$ cat src/rtl/pipe_pkg.sv
// -----------------------------------------------------------------------------
// pipe_pkg
// Shared constants for the MEM/WB pipeline register and its slot cells.
// Slot payload layout, MSB first:
//   valid | wb_en | mem_read_en | alu_result | mem_read_value | dest
// The three control bits sit at the top so a slot can clear them as one group.
// -----------------------------------------------------------------------------
package pipe_pkg;

    localparam int unsigned DATA_W_DEF = 32;
    localparam int unsigned DEST_W_DEF = 4;
    localparam int unsigned DEPTH_DEF  = 1;
    localparam int unsigned DEPTH_MAX  = 4;

    // valid, wb_en, mem_read_en
    localparam int unsigned N_CTRL = 3;

    // Payload width for the default field widths
    localparam int unsigned SLOT_W = N_CTRL + 2 * DATA_W_DEF + DEST_W_DEF;

    // Payload width for arbitrary field widths
    function automatic int unsigned slot_w(input int unsigned data_w,
                                           input int unsigned dest_w);
        return N_CTRL + 2 * data_w + dest_w;
    endfunction

endpackage

$ cat src/rtl/mem_wb_slot.sv
// -----------------------------------------------------------------------------
// mem_wb_slot
// One register slot of the MEM/WB pipe. Captures i_d when i_load is high;
// i_clear_ctrl zeroes the control group (top N_CTRL bits) on that capture
// while the data fields still load.
// Ports:
//   clk, rst_n    clock, asynchronous active-low reset
//   i_load        capture enable (low = hold)
//   i_clear_ctrl  load a bubble: control bits forced to 0
//   i_d           incoming payload
//   o_q           registered payload
// -----------------------------------------------------------------------------
module mem_wb_slot
    import pipe_pkg::*;
#(
    parameter int unsigned PAYLOAD_W = SLOT_W
) (
    input  logic                 clk,
    input  logic                 rst_n,
    input  logic                 i_load,
    input  logic                 i_clear_ctrl,
    input  logic [PAYLOAD_W-1:0] i_d,
    output logic [PAYLOAD_W-1:0] o_q
);

    logic [PAYLOAD_W-1:0] r_q;

    // Payload register; control group masked on a bubble load
    always_ff @(posedge clk or negedge rst_n) begin
        if (!rst_n) begin
            r_q <= '0;
        end else if (i_load) begin
            r_q <= {i_d[PAYLOAD_W-1 -: N_CTRL] & {N_CTRL{~i_clear_ctrl}},
                    i_d[PAYLOAD_W-N_CTRL-1:0]};
        end
    end

    assign o_q = r_q;

endmodule

$ cat src/rtl/mem_wb_pipe_reg.sv
// -----------------------------------------------------------------------------
// mem_wb_pipe_reg
// DEPTH-slot MEM/WB pipeline register with per-slot valid, stall (freeze)
// and bubble insertion (flush). Latency is DEPTH cycles. Every slot's
// dest and gated wb_en are exported for hazard/forwarding logic.
// Ports:
//   clk, rst              clock, asynchronous active-low reset
//   freeze                hold every slot
//   flush                 clear control bits (all slots or slot 0, per FLUSH_ALL);
//                         overrides freeze
//   valid_in .. dest_in   payload from the MEM stage
//   valid .. dest         payload of the oldest slot (wb_en gated by valid)
//   slot_wb_en            per-slot valid & wb_en, bit 0 = youngest
//   slot_dest             per-slot dest, slot i at [i*DEST_W +: DEST_W]
//   busy                  any slot valid
// -----------------------------------------------------------------------------
module mem_wb_pipe_reg
    import pipe_pkg::*;
#(
    parameter int unsigned DATA_W    = DATA_W_DEF,
    parameter int unsigned DEST_W    = DEST_W_DEF,
    parameter int unsigned DEPTH     = DEPTH_DEF,
    parameter bit          FLUSH_ALL = 1'b1
) (
    input  logic                    clk,
    input  logic                    rst,
    input  logic                    freeze,
    input  logic                    flush,
    input  logic                    valid_in,
    input  logic                    wb_en_in,
    input  logic                    mem_read_en_in,
    input  logic [DATA_W-1:0]       alu_result_in,
    input  logic [DATA_W-1:0]       mem_read_value_in,
    input  logic [DEST_W-1:0]       dest_in,
    output logic                    valid,
    output logic                    wb_en,
    output logic                    mem_read_en,
    output logic [DATA_W-1:0]       alu_result,
    output logic [DATA_W-1:0]       mem_read_value,
    output logic [DEST_W-1:0]       dest,
    output logic [DEPTH-1:0]        slot_wb_en,
    output logic [DEPTH*DEST_W-1:0] slot_dest,
    output logic                    busy
);

    localparam int unsigned PW      = slot_w(DATA_W, DEST_W);
    localparam int unsigned VALID_B = PW - 1;
    localparam int unsigned WBEN_B  = PW - 2;
    localparam int unsigned MRD_B   = PW - 3;
    localparam int unsigned ALU_LSB = DATA_W + DEST_W;
    localparam int unsigned MEM_LSB = DEST_W;

    if (DEPTH < 1 || DEPTH > DEPTH_MAX) begin : g_bad_depth
        $error("mem_wb_pipe_reg: DEPTH must be in 1..4");
    end

    logic          w_load;
    logic [PW-1:0] w_in;
    logic [PW-1:0] w_q [DEPTH];
    logic [PW-1:0] w_last;
    logic [DEPTH-1:0] w_slot_valid;

    // Flush forces a capture even while frozen
    assign w_load = flush | ~freeze;
    assign w_in   = {valid_in, wb_en_in, mem_read_en_in,
                     alu_result_in, mem_read_value_in, dest_in};

    // Slot chain: slot 0 is fed by the inputs, slot i by slot i-1
    for (genvar i = 0; i < DEPTH; i++) begin : g_slot
        logic [PW-1:0] w_d;
        logic          w_clear;

        if (i == 0) begin : g_head
            assign w_d = w_in;
        end else begin : g_chain
            assign w_d = w_q[i-1];
        end

        assign w_clear = flush & (FLUSH_ALL | (i == 0));

        mem_wb_slot #(
            .PAYLOAD_W (PW)
        ) u_slot (
            .clk          (clk),
            .rst_n        (rst),
            .i_load       (w_load),
            .i_clear_ctrl (w_clear),
            .i_d          (w_d),
            .o_q          (w_q[i])
        );

        assign w_slot_valid[i]                 = w_q[i][VALID_B];
        assign slot_wb_en[i]                   = w_q[i][VALID_B] & w_q[i][WBEN_B];
        assign slot_dest[i*DEST_W +: DEST_W]   = w_q[i][DEST_W-1:0];
    end

    // Outputs taken straight from the oldest slot
    assign w_last         = w_q[DEPTH-1];
    assign valid          = w_last[VALID_B];
    assign wb_en          = w_last[VALID_B] & w_last[WBEN_B];
    assign mem_read_en    = w_last[MRD_B];
    assign alu_result     = w_last[ALU_LSB +: DATA_W];
    assign mem_read_value = w_last[MEM_LSB +: DATA_W];
    assign dest           = w_last[DEST_W-1:0];
    assign busy           = |w_slot_valid;

endmodule

$ cat config.mk
export PLATFORM = sky130hd
export DESIGN_NAME = mem_wb_pipe_reg
export DESIGN_NICKNAME = d
export VERILOG_FILES = /design/src/rtl/pipe_pkg.sv /design/src/rtl/mem_wb_slot.sv /design/src/rtl/mem_wb_pipe_reg.sv
export SDC_FILE = /design/constraint.sdc
export NUM_CORES = 1
export LEC_CHECK = 0
export CAP_MARGIN = 5
export CORE_ASPECT_RATIO = 0.75
export CORE_MARGIN = 1
export CORE_UTILIZATION = 43
export DETAILED_ROUTE_END_ITERATION = 10
export GPL_ROUTABILITY_DRIVEN = 0
export PLACE_DENSITY = 0.9
export SYNTH_ARGS = -nofsm -noshare
export SYNTH_HDL_FRONTEND = slang
export SYNTH_HIERARCHICAL = 1
export SYNTH_SLANG_ARGS = --single-unit
$ cat constraint.sdc
create_clock -name clk -period 1.4 [get_ports clk]
set_input_delay 0.21 -clock clk [delete_from_list [all_inputs] [get_ports clk]]
set_output_delay 0.21 -clock clk [all_outputs]
set_load 0.02 [all_outputs]
==> metrics.cfg <==
[yosys]
synth-seq-cells=71
yosys_warnings=6
synth_area_um2=2940
synth_fp_nets=239
avgSynthCellArea_um2=17.9
yosysSeqAreaShare=0.605
netlist_instances=164
ys_types=11

[timing]
slew_headroom=0.758
worst_slew_pin_slew_ps=364
rsz0062_at_grt=no
min_period_over_period=0.923
final-hold-violation-count=0
max_freq_ghz=0.774
fin_ws_ps=108
clock_skew_ps=0
hold_ws_ps=431
min_period_ps=1290
setup_viol=0
final_max_slew_viol_count=0

[final_layout]
largest_reg_flops=71
fin_cells=404
most-common-layout-cells=dlygate4sd2_1 (75), clkdlybuf4s50_1 (73), dfrtp_1 (71), mux2_4 (54), mux2_2 (14)
nets=393
layout-drive-gt1-share=0.282
antenna_cells=0
fin_area_um2=4610
num-fill-cells=470
area_growth_pct=56.9
final_common_cell=dlygate4sd2_1

[global_routing]
grt_pass1_wl_mm=11.3
grt.total_usage=0.216
antenna_found_initial=0
grt_start_max_net_pins=72
grt_pass1_vias=2111
grt-ovfl-total=0

[floorplanning]
start_util=0.456
die_area_um2=7160
placeableCoreArea_um2=6440
die_h_um=73.6
die_w_um=97.4
ios=152
row_count=25

[cts]
path_clk_slew_ps=70
cts_buffers=9
clock-sinks=71
clock-root-buffer=clkbuf_8
clk_path_buf_depth=2
htree_levels=3
postCtsSetupBuffers=0
clk_latency_ps=330
cts_tree=done

[route]
post_drt_wl_per_cell_um=17.7
drt_iter0_markers=52
vias_per_cell=4.67
first_pass_iters=4
highest_layer=met4
ant_nets=0
dr_wl_met2_mm=3.51
routedLengthMet1_mm=2.94
via_count=1886
route.detailed.drc=0
drt_wl_total_mm=7.14
dr_wl_met3_um=648

[critical_path]
rr_worst_depth=1
path_buf_inv=2
crit_path_end=g_slot[0].u_slot/o_q[1]$_DFFE_PN0P_
startpoint=flush
path_cells=clkdlybuf4s50_1, nand2b_4, buf_12, mux2_2
path_depth=4
cp_max_fo=23
cp-end-kind=flip-flop
crit-reg2reg-capture=g_slot[0].u_slot/o_q[19]$_DFFE_PN0P_
rrSetupSlack_ps=600
crit_type=in2reg
crit_family=buffers and inverters
crit_path_start_kind=input pin
crit_path_top_delay_cell=clkdlybuf4s50_1
reg2reg_from=g_slot[0].u_slot/o_q[19]$_DFFE_PN0P_
required_ps=1620
crit_arrival_ps=1510
critPathMaxStageDelay_ps=520

[power_and_ir_drop]
p_per_area_nw_per_um2=1100
ir_drop_v=0.000576
intPower_mw=3.70
pwr-share-clk=0.319
leakage_nw=2.25
seqPwrFrac=0.460
p_comb_frac=0.220
switchingPower_mw=1.35
switching_share=0.267

[run_status]
outcome=complete, no violations

[job]
drv_cap=0

[placed_design]
portBuffers=151
hpwlAfterDp_mm=5.17
dpl-instance-area_um2=4510
dp_slack_ps=-250
dp_cells=387

[worst_hold_path]
min_path_type=in2async

-- cell type report --
class | instances | area [um^2] | share of cell area
Multi-Input combinational cell | 76 | 1030 | 0.223
Clock inverter | 4 | 45.0 | 0.00978
Timing Repair Buffer | 157 | 1500 | 0.326
Tap cell | 81 | 101 | 0.0220
Inverter | 3 | 11.3 | 0.00244
Sequential cell | 71 | 1780 | 0.386
Clock buffer | 12 | 145 | 0.0315
-- Yosys cell counts --
cell type  count  share of area
inv_1          3         0.0038
nand3b_1       3         0.0077
buf_2          1         0.0017
buf_6          7          0.027
mux2_4        54           0.28
nand2b_1       1         0.0021
and2_1         1         0.0021
mux2_2        14          0.054
o21ai_0        3         0.0051
buf_4          6          0.015
dfrtp_1       71           0.61
-- cell families after synthesis --
kind of cell	Yosys count	synth area share
and+or+nand+nor	5	0.0119
DFF	71	0.605
muxes	68	0.330
buffers and inverters	17	0.0477
AOI/OAI and AO/OA	3	0.00511
-- stage by stage --
stage / total power, mW / TNS, ps / util
floorplan: 2.93 / 0 / -
global placement: 3.58 / -9930 / 0.700
detailed placement: 3.62 / -12920 / 0.700
CTS: 5.11 / 0 / 0.715
global route: 5.27 / 0 / 0.715
finish: 5.05 / 0 / 0.715
-- metal layers --
metal	track usage	vias up
met3	0.0923	5
met2	0.367	92
met1	0.251	923
met5	0	-
met4	0.0686	0
li1	-	866
-- power by group through the flow --
stage          clock (mW)  combinational, mW  sequential, mW
6_report             1.61               1.11            2.32
5_1_grt              1.75               1.18            2.35
4_1_cts              1.66               1.13            2.32
3_5_place_dp            0               1.25            2.36
3_3_place_gp            0               1.22            2.36
2_1_floorplan           0              0.367            2.57
-- how the worst min path moves through the flow --
| stage | startpoint | to | slack (ps) | cells past startpoint |
|---|---|---|---|---|
| floorplan | rst | g_slot[0].u_slot/o_q[0]$_DFFE_PN0P_ | -90 | 0 |
| global placement | rst | g_slot[0].u_slot/o_q[55]$_DFFE_PN0P_ | 260 | 2 |
| detailed placement | rst | g_slot[0].u_slot/o_q[62]$_DFFE_PN0P_ | 270 | 2 |
| CTS | rst | g_slot[0].u_slot/o_q[20]$_DFFE_PN0P_ | 430 | 3 |
| global route | rst | g_slot[0].u_slot/o_q[20]$_DFFE_PN0P_ | 450 | 3 |
| finish | rst | g_slot[0].u_slot/o_q[55]$_DFFE_PN0P_ | 430 | 3 |
-- repair_timing --
action / 4_1_cts / 5_1_grt
setup endpoints to repair: 77 / 0
gates resized for setup: 83 / 0
hold buffers: 1 / 0
endpoints found under the hold margin: 71 / 0
(Power assumes the default switching activity.)
